$ cat config.mk
export PLATFORM = sky130hd
export DESIGN_NAME = vga_plot_arbiter_flat
export DESIGN_NICKNAME = d
export VERILOG_FILES = /design/src/rtl/vga_plot_arbiter_pkg.sv /design/src/rtl/vga_plot_arbiter_if.sv /design/src/rtl/vga_plot_arbiter_rr_priority_picker.sv /design/src/rtl/vga_plot_arbiter.sv /design/src/flat_wrapper.sv
export SDC_FILE = /design/constraint.sdc
export NUM_CORES = 1
export LEC_CHECK = 0
export ABC_AREA = 1
export CAP_MARGIN = 20
export CORE_MARGIN = 2
export CORE_UTILIZATION = 45
export CTS_BUF_LIST = sky130_fd_sc_hd__clkbuf_8
export DETAILED_ROUTE_END_ITERATION = 8
export GPL_TIMING_DRIVEN = 0
export HOLD_SLACK_MARGIN = 0.02
export PLACE_DENSITY_LB_ADDON = 0.08
export SKIP_LAST_GASP = 1
export SLEW_MARGIN = 20
export SYNTH_ARGS = -nofsm -noshare
export SYNTH_HDL_FRONTEND = slang
export SYNTH_HIERARCHICAL = 1
export SYNTH_SLANG_ARGS = --single-unit
export TNS_END_PERCENT = 20
$ cat constraint.sdc
create_clock -name clock -period 2.3 [get_ports clock]
set_clock_uncertainty 0.05 [all_clocks]
set_input_delay 0.23 -clock clock [delete_from_list [all_inputs] [get_ports clock]]
set_output_delay 0.23 -clock clock [all_outputs]
set_load 0.05 [all_outputs]
$ cat src/rtl/vga_plot_arbiter_pkg.sv
// Shared definitions for the VGA plot arbiter and the pixel producers
// that feed it: arbiter state encodings, screen geometry, pixel field widths.
package vga_plot_arbiter_pkg;

  localparam int VGA_X_W   = 9;
  localparam int VGA_Y_W   = 8;
  localparam int VGA_C_W   = 3;
  localparam int VGA_H_RES = 320;
  localparam int VGA_V_RES = 240;

  localparam logic [1:0] ST_IDLE    = 2'd0;
  localparam logic [1:0] ST_GRANT   = 2'd1;
  localparam logic [1:0] ST_RELEASE = 2'd2;

  // Width needed to hold values 0..n-1, never less than one bit.
  function automatic int idx_w(input int n);
    return (n > 1) ? $clog2(n) : 1;
  endfunction

endpackage

$ cat src/rtl/vga_plot_arbiter_if.sv
// Requester-side bus of the plot arbiter: per-producer request/done,
// packed pixel streams, and the one-hot grant returned to the producers.
interface vga_plot_arbiter_if #(
  parameter int NUM_REQ = 3,
  parameter int X_W     = vga_plot_arbiter_pkg::VGA_X_W,
  parameter int Y_W     = vga_plot_arbiter_pkg::VGA_Y_W,
  parameter int C_W     = vga_plot_arbiter_pkg::VGA_C_W
);

  logic [NUM_REQ-1:0]     req;
  logic [NUM_REQ-1:0]     done;
  logic [NUM_REQ-1:0]     plot_in;
  logic [NUM_REQ*X_W-1:0] x_in;
  logic [NUM_REQ*Y_W-1:0] y_in;
  logic [NUM_REQ*C_W-1:0] color_in;
  logic [NUM_REQ-1:0]     grant;

  // Producers drive the pixel streams and observe the grant.
  modport master (
    output req, done, plot_in, x_in, y_in, color_in,
    input  grant
  );

  // The arbiter consumes the pixel streams and drives the grant.
  modport slave (
    input  req, done, plot_in, x_in, y_in, color_in,
    output grant
  );

endinterface

$ cat src/rtl/vga_plot_arbiter_rr_priority_picker.sv
// Combinational winner selection: requester 0 always wins when asking,
// otherwise round-robin over 1..NUM_REQ-1 starting at rr_ptr.
module vga_plot_arbiter_rr_priority_picker
  import vga_plot_arbiter_pkg::*;
#(
  parameter int NUM_REQ = 3,
  parameter int IDX_W   = idx_w(NUM_REQ)
) (
  input  logic [NUM_REQ-1:0] req,
  input  logic [IDX_W-1:0]   rr_ptr,
  output logic               win_valid,
  output logic [IDX_W-1:0]   win_idx,
  output logic [NUM_REQ-1:0] win_onehot
);

  // Size of the round-robin ring (indices 1..NUM_REQ-1).
  localparam int NRR = (NUM_REQ > 1) ? NUM_REQ - 1 : 1;

  int base;
  int cand;

  // Scan the ring from rr_ptr with wrap back to index 1; an out-of-range
  // pointer is treated as 1 so the scan is always well defined.
  always_comb begin
    win_valid  = 1'b0;
    win_idx    = '0;
    win_onehot = '0;
    cand       = 0;
    base       = ((int'(rr_ptr) >= 1) && (int'(rr_ptr) < NUM_REQ)) ? int'(rr_ptr) - 1 : 0;
    if (req[0]) begin
      win_valid = 1'b1;
      win_idx   = '0;
    end else if (NUM_REQ > 1) begin
      for (int k = 0; k < NRR; k++) begin
        cand = 1 + ((base + k) % NRR);
        if (!win_valid && req[IDX_W'(cand)]) begin
          win_valid = 1'b1;
          win_idx   = IDX_W'(cand);
        end
      end
    end
    if (win_valid) begin
      win_onehot[win_idx] = 1'b1;
    end
  end

endmodule

$ cat src/rtl/vga_plot_arbiter.sv
// Burst-level arbiter for the single VGA framebuffer write port.
// One producer owns the port per burst; its pixels are registered through
// with screen-bounds clipping, and a watchdog forces release of a stuck burst.
module vga_plot_arbiter
  import vga_plot_arbiter_pkg::*;
#(
  parameter int NUM_REQ = 3,
  parameter int X_W     = VGA_X_W,
  parameter int Y_W     = VGA_Y_W,
  parameter int C_W     = VGA_C_W,
  parameter int H_RES   = VGA_H_RES,
  parameter int V_RES   = VGA_V_RES,
  parameter int TIMEOUT = 131072
) (
  input  logic               clock,
  input  logic               resetn,
  vga_plot_arbiter_if.slave  bus,
  output logic               vga_plot,
  output logic [X_W-1:0]     vga_x,
  output logic [Y_W-1:0]     vga_y,
  output logic [C_W-1:0]     vga_color,
  output logic               busy,
  output logic [NUM_REQ-1:0] timeout_err
);

  localparam int IDX_W = idx_w(NUM_REQ);
  localparam int WD_W  = idx_w(TIMEOUT);
  localparam logic [WD_W-1:0]  WD_LAST = WD_W'(TIMEOUT - 1);
  localparam logic [WD_W-1:0]  WD_MAX  = {WD_W{1'b1}};
  localparam logic [IDX_W-1:0] RR_FIRST = IDX_W'(1);
  localparam logic [IDX_W-1:0] RR_LAST  = IDX_W'(NUM_REQ - 1);

  // A pixel is written only when it lands inside the visible area.
  function automatic logic on_screen(input logic [X_W-1:0] x, input logic [Y_W-1:0] y);
    return (32'(x) < 32'(H_RES)) && (32'(y) < 32'(V_RES));
  endfunction

  logic [1:0]         state_d, state_q;
  logic [NUM_REQ-1:0] grant_d, grant_q;
  logic [IDX_W-1:0]   owner_d, owner_q;
  logic [IDX_W-1:0]   rr_ptr_d, rr_ptr_q;
  logic [WD_W-1:0]    wd_d, wd_q;
  logic [NUM_REQ-1:0] terr_d, terr_q;
  logic               vplot_d, vplot_q;
  logic [X_W-1:0]     vx_d, vx_q;
  logic [Y_W-1:0]     vy_d, vy_q;
  logic [C_W-1:0]     vc_d, vc_q;

  logic               win_valid;
  logic [IDX_W-1:0]   win_idx;
  logic [NUM_REQ-1:0] win_onehot;

  logic               own_plot;
  logic               own_req;
  logic               own_done;
  logic [X_W-1:0]     own_x;
  logic [Y_W-1:0]     own_y;
  logic [C_W-1:0]     own_c;
  logic               burst_end;
  logic               wd_hit;

  vga_plot_arbiter_rr_priority_picker #(
    .NUM_REQ (NUM_REQ),
    .IDX_W   (IDX_W)
  ) u_picker (
    .req        (bus.req),
    .rr_ptr     (rr_ptr_q),
    .win_valid  (win_valid),
    .win_idx    (win_idx),
    .win_onehot (win_onehot)
  );

  // Select the current owner's stream; other producers are ignored.
  always_comb begin
    own_plot  = bus.plot_in[owner_q];
    own_req   = bus.req[owner_q];
    own_done  = bus.done[owner_q];
    own_x     = bus.x_in[owner_q*X_W +: X_W];
    own_y     = bus.y_in[owner_q*Y_W +: Y_W];
    own_c     = bus.color_in[owner_q*C_W +: C_W];
    wd_hit    = (wd_q == WD_LAST);
    burst_end = own_done || !own_req || wd_hit;
  end

  // Arbiter FSM, watchdog, round-robin pointer and pixel pass-through.
  // The pixel presented in the final GRANT cycle is still forwarded;
  // coordinates follow every presented pixel, even a clipped one.
  always_comb begin
    state_d  = state_q;
    grant_d  = grant_q;
    owner_d  = owner_q;
    rr_ptr_d = rr_ptr_q;
    wd_d     = wd_q;
    terr_d   = terr_q;
    vplot_d  = 1'b0;
    vx_d     = vx_q;
    vy_d     = vy_q;
    vc_d     = vc_q;
    case (state_q)
      ST_IDLE: begin
        if (win_valid) begin
          state_d = ST_GRANT;
          grant_d = win_onehot;
          owner_d = win_idx;
          wd_d    = '0;
        end
      end
      ST_GRANT: begin
        if (own_plot) begin
          vplot_d = on_screen(own_x, own_y);
          vx_d    = own_x;
          vy_d    = own_y;
          vc_d    = own_c;
        end
        if (wd_q != WD_MAX) begin
          wd_d = wd_q + 1'b1;
        end
        if (burst_end) begin
          state_d = ST_RELEASE;
          grant_d = '0;
          if (wd_hit) begin
            terr_d[owner_q] = 1'b1;
          end
        end
      end
      ST_RELEASE: begin
        state_d = ST_IDLE;
        grant_d = '0;
        if (owner_q != '0) begin
          rr_ptr_d = (owner_q == RR_LAST) ? RR_FIRST : owner_q + 1'b1;
        end
      end
      default: begin
        state_d = ST_IDLE;
        grant_d = '0;
      end
    endcase
  end

  // State registers with synchronous active-low reset.
  always_ff @(posedge clock) begin
    if (!resetn) begin
      state_q  <= ST_IDLE;
      grant_q  <= '0;
      owner_q  <= '0;
      rr_ptr_q <= RR_FIRST;
      wd_q     <= '0;
      terr_q   <= '0;
      vplot_q  <= 1'b0;
      vx_q     <= '0;
      vy_q     <= '0;
      vc_q     <= '0;
    end else begin
      state_q  <= state_d;
      grant_q  <= grant_d;
      owner_q  <= owner_d;
      rr_ptr_q <= rr_ptr_d;
      wd_q     <= wd_d;
      terr_q   <= terr_d;
      vplot_q  <= vplot_d;
      vx_q     <= vx_d;
      vy_q     <= vy_d;
      vc_q     <= vc_d;
    end
  end

  assign bus.grant   = grant_q;
  assign vga_plot    = vplot_q;
  assign vga_x       = vx_q;
  assign vga_y       = vy_q;
  assign vga_color   = vc_q;
  assign busy        = (state_q != ST_IDLE);
  assign timeout_err = terr_q;

endmodule

$ cat src/flat_wrapper.sv
// flat-port wrapper written by rule: the top's interface ports become plain ports
module vga_plot_arbiter_flat import vga_plot_arbiter_pkg::*;
#(
  parameter int NUM_REQ = 3,
  parameter int X_W     = VGA_X_W,
  parameter int Y_W     = VGA_Y_W,
  parameter int C_W     = VGA_C_W,
  parameter int H_RES   = VGA_H_RES,
  parameter int V_RES   = VGA_V_RES,
  parameter int TIMEOUT = 131072
)
  (clock, resetn, vga_plot, vga_x, vga_y, vga_color, busy, timeout_err, bus_req, bus_done, bus_plot_in, bus_x_in, bus_y_in, bus_color_in, bus_grant);
  vga_plot_arbiter_if #(.NUM_REQ(NUM_REQ), .X_W(X_W), .Y_W(Y_W), .C_W(C_W)) bus_i ();
  input  logic clock;
  input  logic resetn;
  output logic vga_plot;
  output logic [X_W-1:0] vga_x;
  output logic [Y_W-1:0] vga_y;
  output logic [C_W-1:0] vga_color;
  output logic busy;
  output logic [NUM_REQ-1:0] timeout_err;
  input wire logic [$bits(bus_i.req)-1:0] bus_req;
  input wire logic [$bits(bus_i.done)-1:0] bus_done;
  input wire logic [$bits(bus_i.plot_in)-1:0] bus_plot_in;
  input wire logic [$bits(bus_i.x_in)-1:0] bus_x_in;
  input wire logic [$bits(bus_i.y_in)-1:0] bus_y_in;
  input wire logic [$bits(bus_i.color_in)-1:0] bus_color_in;
  output wire logic [$bits(bus_i.grant)-1:0] bus_grant;
  assign bus_i.req = bus_req;
  assign bus_i.done = bus_done;
  assign bus_i.plot_in = bus_plot_in;
  assign bus_i.x_in = bus_x_in;
  assign bus_i.y_in = bus_y_in;
  assign bus_i.color_in = bus_color_in;
  assign bus_grant = bus_i.grant;
  vga_plot_arbiter #(.NUM_REQ(NUM_REQ), .X_W(X_W), .Y_W(Y_W), .C_W(C_W), .H_RES(H_RES), .V_RES(V_RES), .TIMEOUT(TIMEOUT)) u_core (.clock(clock), .resetn(resetn), .bus(bus_i), .vga_plot(vga_plot), .vga_x(vga_x), .vga_y(vga_y), .vga_color(vga_color), .busy(busy), .timeout_err(timeout_err));
endmodule
==> results of run 1 <==
[area by class of cell]
| cell class | count | area, µm² |
|---|---|---|
| fillers | 502 | 1740 |
| multi-input cells | 304 | 1340 |
| flip-flops and latches | 50 | 1000 |
| repair buffers | 97 | 971 |
| inverters | 34 | 129 |
| well taps | 72 | 90.1 |
| plain buffers | 16 | 88.8 |
| clock buffers | 5 | 68.8 |
| clock inverters | 3 | 47.5 |
[through the flow]
stage	util [%]	total power, mW	hold slack [ns]
floorplan	-	1.49	0.373
global placement	65.5	1.80	0.383
detailed placement	65.5	1.81	0.404
CTS	67.8	2.45	0.189
global route	68.3	2.57	0.223
finish	68.3	2.43	0.200
[per-layer routing]
| layer | vias to the layer above | global-route usage, % | part of all wire [%] |
|---|---|---|---|
| met2 | 88 | 42.0 | 47 |
| met1 | 1283 | 31.6 | 46 |
| met4 | 0 | 7.24 | 1.8 |
| li1 | 1492 | - | - |
| met5 | - | 0 | 0 |
| met3 | 13 | 4.55 | 5.3 |
[path summary, 6_finish.rpt]
path	from	endpoint	slack [ns]	cells after the start
setup reg to reg	u_core/wd_q[11]	u_core/wd_q[2]	0.15	11
hold / removal	resetn	u_core/owner_q[1]	0.20	3
setup / recovery	u_core/wd_q[11]	u_core/wd_q[2]	0.15	11
hold reg to reg	u_core/wd_q[4]	u_core/wd_q[4]	0.42	2
[logic make-up (layout without fill, tap and decap cells)]
family	count (synthesis)	in the layout
buffers and inverters	50	155
AND/OR/NAND/NOR	248	248
adder cells (fa/ha/maj)	2	2
flip-flops	50	50
AO/OA/AOI/OAI	54	54
[sequential cells by signal (all words and copies together), names as in the netlist]
signal and flops:
u_core/bus.grant 3, u_core/owner_q 2, u_core/rr_ptr_q 2, u_core/state_q 2, u_core/timeout_err 3, u_core/vga_color 3, u_core/vga_plot 1, u_core/vga_x 9
u_core/vga_y 8, u_core/wd_q 17
[cell usage in the layout, fill, tap and decap left out, drive strengths merged]
cell type        n
a211oi           1
a21oi           22
a31oi            2
and3             1
buf             11
bufinv           1
clkbuf          10
clkdlybuf4s50   97
clkinv           3
dfxtp           50
ha               2
inv             33
nand2          123
nand3           34
nand4            3
nor2            80
nor3             5
nor3b            1
nor4             1
o211a            1
o211ai           1
o21ai           27
[report_power, final]
group	total, mW	switching (mW)	internal, mW
logic	0.830	0.505	0.326
clock network	0.632	0.302	0.330
registers	0.969	0.0394	0.930
total	2.43	0.846	1.59
[worst register-to-register path, stage by stage (launching register included)]
cell and delay, ns:
dfxtp_1 0.37, nand2_1 0.13, nor4_4 0.30, nor3b_2 0.25, ha_2 0.21, inv_1 0.05
nand3_1 0.12, nand2_2 0.10, buf_4 0.18, nand2_1 0.08, inv_1 0.06, a211oi_1 0.16
==> metrics.md, run 1 <==
| Metric | Value |
|---|---|
| First-pass GRT wire length | 12,300 µm |
| DRC violations left | 0 |
| Synth Area in Compound Gates | roughly 11% |
| FFs w/ async S/R, synth | 0% |
| Post-synthesis sequential area ratio | 39.6% |
| Via count | roughly 2,900 |
| Area growth syn-to-layout | 48.0% |
| Yosys cell types | 24 |
| DIE AREA | just over 0.006 mm² |
| GR Overflow Total | 0 |
| Power per cell area | 651 mW/mm² |
| Place WS | -0.0128 ns |
| Initial Util | 46.1% |
| Adder-Cell Fraction of Synth Area | 0.991% |
| CTS buffer count | 5 |
| Worst Path Arrival | 2.32 ns |
| Max-cap viol count | 0 |
| Largest family of logic cells by synthesized area | simple AND/OR/NAND/NOR gates |
| Status | complete, no violations |
| Top-count cell post-synth | nand2_1 |
| YS warnings | 6 |
| Synth area leaders | dfxtp_1, nand2_1, nor2_1 |
| Core area | 0.00547 mm² |
| # clock sinks | 50 |
| Final Hold Vio Count | 0 |
| Worst Hold Class | input pin to flop |
| Final setup violation count | 0 |
| XOR/XNOR Fraction of Synth Area | 0% |
| Nets | 581 |
| CTS tree | done |
| Maximum VDD drop | 0.442 mV |
| Share of the synthesized area in the top cell type | 39.6% |
| Final Non-Filler Cells | about 580 |
| Post-CTS Resized | 1 |
| CP endpoint kind | flop |
| Largest area contributor in the netlist | dfxtp_1 |
| IO Count | 99 |
| Syn Inst Count | 404 |
| Final WL | 7390 µm |
| Period minus WS final | approximately 2.1 ns |
| Number of synthesized flops with an enable pin | 0 |
| DR pass1 iterations | 6 |
| Post-synthesis simple-gate area fraction | 39.6% |
| Critical path, cell by cell | nand2_1 -> nor4_4 -> nor3b_2 -> ha_2 -> inv_1 -> nand3_1 -> nand2_2 -> buf_4 -> nand2_1 -> inv_1 -> a211oi_1 |
| Least-Margin Pin Slew | about 0.55 ns |
| Clk root buf | clkbuf_8 |
| Startpoint Class | flop |
| Worst endpoint required time | between 2 and 2.5 ns |
| Hold-fix buffer count after cts | 0 |
| Cell family with most CP delay | simple AND/OR/NAND/NOR gates |
| Placed wire-length estimate | 5570 µm |
| Iter 0 DRT Violations | between 150 and 200 |
| Net count after synthesis | 477 |
| Mux contribution to synthesized area | 0% |
| H-tree depth | 2 |
| Antenna cell count | 0 |
| Row count | 27 |
| Worst-case clock buffer depth | 2 |
| Slew HR | a little under two thirds |
| Crit Path Class | flop to flop |
| Vias per std cell | 4.95 |
| TNS Setup | 0 ns |
| Design area | 0.00374 mm² |
| Total track usage | between 20% and 30% |
| Antenna-violating nets left | 0 |
| Placed Area | 0.00359 mm² |
| Ys flop type | dfxtp_1 |
| Final Slew Violations | 0 |
| Top achievable clock speed | about 470 MHz |
| Slowest-stage cell, CP | dfxtp_1 |
| Mapped cell area | 0.00252 mm² |
| Crit path largest cell delay | 0.37 ns |
| Leak | 1.57 nW |
| Clock slew at reported path FFs | 0.10 ns |
| Drt wl/cell | 12.7 µm |
| PortBufs | 97 |
| Final period util | 93.4% |
| Buffer and inverter count on the worst path | 3 |
| Die H | between 70 and 80 µm |
| Syn avg cell area | 6.25 µm² |
| Share of layout cells above drive strength 1 | 6.48% |
| Clock latency on the worst-skew pair | 0.30 ns |
| FF+latch count, synth | 50 |
| CP Max Fanout | 10 |
| Vias in the first global route | 2,764 |
| Setup ws final | 0.151 ns |
| Post-synth top cells | nand2_1, nor2_1, dfxtp_1 |
| Postcts setup bufs | 0 |
| DIE WIDTH | 78.9 µm |
| Placed Cells | 573 |
| Pin count of the biggest net entering global routing | 18 |
| Initial antenna violation count | 0 |
| Placer Congestion | approximately 0.86 |
Power figures use the tool's default switching activity.
==> run 2: changes to the inputs <==
--- a/config.mk
+++ b/config.mk
@@ -14,6 +14,7 @@
 export GPL_TIMING_DRIVEN = 0
 export HOLD_SLACK_MARGIN = 0.02
 export PLACE_DENSITY_LB_ADDON = 0.08
+export SKIP_CTS_REPAIR_TIMING = 1
 export SKIP_LAST_GASP = 1
 export SLEW_MARGIN = 20
 export SYNTH_ARGS = -nofsm -noshare
==> metrics.md, run 2 (same netlist as run 1, synthesis figures left out) <==
| Metric | Value |
|---|---|
| Status | complete, no violations (unchanged) |
| Vias in the first global route | 2,758 (was 2,764) |
| CTS tree | done (unchanged) |
| Start of the worst register-to-register path | u_core/wd_q[8] (was u_core/wd_q[11]) |
| R2r endpoint | u_core/wd_q[2] (unchanged) |
| Clock latency on the worst-skew pair | 0.30 ns (about the same) |
| Final WL | 7370 µm (was 7390 µm) |
| Share of layout cells above drive strength 1 | 7.07% (was 6.48%) |
| Setup crit start | u_core/wd_q[8] (was u_core/wd_q[11]) |
| Clock slew at reported path FFs | 0.10 ns (about the same) |
| Worst Hold Class | input pin to flop (unchanged) |
| Most common cell after layout, fill and taps aside | nand2_1 (unchanged) |
| Worst r2r path cells | 11 (unchanged) |
| Total track usage | 24.5% (about the same) |
| CTS buffer count | 5 (unchanged) |
| Final core utilization | 68.4% (was 68.3%) |
| IO Count | 99 (unchanged) |
| Worst Path Arrival | 2.31 ns (was 2.32 ns) |
| Vias per std cell | 4.94 (was 4.95) |
| Nets | 581 (unchanged) |
| Top achievable clock speed | 467 MHz (was 465 MHz) |
| Power per cell area | 650 mW/mm² (was 651 mW/mm²) |
| Hold Crit Start | resetn (unchanged) |
| CP endpoint kind | flop (unchanged) |
| Initial Util | 46.1% (unchanged) |
| R2r setup slk | 0.16 ns (was 0.15 ns) |
| Final setup violation count | 0 (unchanged) |
| Largest register FFs | 17 (unchanged) |
| DRC violations left | 0 (unchanged) |
| Pin count of the biggest net entering global routing | 18 (unchanged) |
| Slowest-stage cell, CP | dfxtp_2 (was dfxtp_1) |
| Antenna-violating nets left | 0 (unchanged) |
| Area growth syn-to-layout | 48.2% (was 48.0%) |
| CP Max Fanout | 10 (unchanged) |
| GR Overflow Total | 0 (unchanged) |
| Critical path depth | 11 (unchanged) |
| DIE WIDTH | 78.9 µm (unchanged) |
| Fillers | 501 (was 502) |
| Least-Margin Pin Slew | 0.549 ns (was 0.546 ns) |
| Final Hold Vio Count | 0 (unchanged) |
| Placed wire-length estimate | 5570 µm (unchanged) |
| DR pass1 iterations | 4 (was 6) |
| Maximum VDD drop | 0.441 mV (was 0.442 mV) |
| Period minus WS final | 2.14 ns (was 2.15 ns) |
| Top cell by count, worst path | inv_1 |
| Row count | 27 (unchanged) |
| Core area | 0.00547 mm² (unchanged) |
| Design area | 0.00374 mm² (about the same) |
| First-pass GRT wire length | 12,300 µm (about the same) |
| TNS Setup | 0 ns (unchanged) |
| Placer Congestion | 0.861 (unchanged) |
| Slew HR | 63.3% (was 63.5%) |
| Leak | 1.57 nW (about the same) |
| Crit path largest cell delay | 0.37 ns (about the same) |
| # clock sinks | 50 (unchanged) |
| PortBufs | 97 (unchanged) |
| Worst endpoint required time | 2.47 ns (about the same) |
| Via count | 2,871 (was 2,876) |
| Clk root buf | clkbuf_8 (unchanged) |
| DIE AREA | 0.00623 mm² (unchanged) |
| Initial antenna violation count | 0 (unchanged) |
| Placed Area | 0.00359 mm² (unchanged) |
| Worst-case clock buffer depth | 2 (unchanged) |
| Die H | 78.9 µm (unchanged) |
| Cell family with most CP delay | simple AND/OR/NAND/NOR gates (unchanged) |
| Crit Path Class | flop to flop (unchanged) |
| Iter 0 DRT Violations | 190 (was 179) |
| Final Slew Violations | 0 (unchanged) |
| Top reg by flops | u_core/wd_q (unchanged) |
| Most frequent cells in the layout | nand2_1, clkdlybuf4s50_1, nor2_1 (unchanged) |
| Max-cap viol count | 0 (unchanged) |
| Critical Path Sink | u_core/wd_q[2] (unchanged) |
| Critical path, cell by cell | nand3_2 -> nor4_4 -> nor3b_2 -> ha_2 -> inv_1 -> nand3_1 -> nand2_2 -> buf_4 -> nand2_1 -> inv_1 -> a211oi_1 (was nand2_1 -> nor4_4 -> nor3b_2 -> ha_2 -> inv_1 -> nand3_1 -> nand2_2 -> buf_4 -> nand2_1 -> inv_1 -> a211oi_1) |
| Antenna cell count | 0 (unchanged) |
| Drt wl/cell | 12.7 µm (about the same) |
| Buffer and inverter count on the worst path | 3 (unchanged) |
| Startpoint Class | flop (unchanged) |
| Final period util | 93.0% (was 93.4%) |
| H-tree depth | 2 (unchanged) |
==> run 2: final cells by class <==
cell class | instances | area, µm² | share of cell area (%)
buffer | 16 | 88.8 | 2.37
clock buffer | 5 | 68.8 | 1.84
clock inverter | 3 | 47.5 | 1.27
inverter | 34 | 129 | 3.44
multi-input combinational | 304 | 1340 | 35.8
sequential | 50 | 1010 | 26.9
tap | 72 | 90.1 | 2.41
timing repair buffer | 97 | 971 | 26.0
==> run 2: stage by stage <==
step | hold slack, ns | instances | total power [mW] | setup slack [ns]
3_5_place_dp | 0.404 | 573 | 1.81 | -0.0128
5_1_grt | 0.223 | 581 | 2.57 | -0.0406
6_report | 0.198 | 581 | 2.43 | 0.160
3_3_place_gp | 0.383 | 573 | 1.80 | -0.00194
4_1_cts | 0.189 | 581 | 2.45 | -0.0692
2_1_floorplan | 0.373 | 404 | 1.49 | 0.398
==> run 2: metal layers <==
metal  vias to the layer above  global-route usage [%]  part of all wire, %
li1                       1492                       -                    -
met1                      1277                    31.5                   47
met2                        92                    41.9                   46
met3                        10                    4.55                  5.5
met4                         0                    7.24                  1.3
met5                         -                       0                    0
==> run 2: worst min-delay path, delay by kind of cell <==
kind	cells	cell delay, ns
buf+inv	1	0.15
compound gates	2	0.12
==> run 2: worst min path at each step <==
| stage | endpoint | cells past startpoint |
|---|---|---|
| floorplan | u_core/wd_q[4] | 2 |
| global placement | u_core/wd_q[4] | 2 |
| detailed placement | u_core/wd_q[4] | 2 |
| CTS | u_core/owner_q[1] | 3 |
| global route | u_core/vga_y[6] | 3 |
| finish | u_core/owner_q[1] | 3 |
==> run 2: power by group <==
group	internal, mW	leakage (nW)	total, mW	switching (mW)
sequential	0.930	0.409	0.969	0.0395
clock	0.330	0.0587	0.634	0.304
combinational	0.326	1.10	0.829	0.503
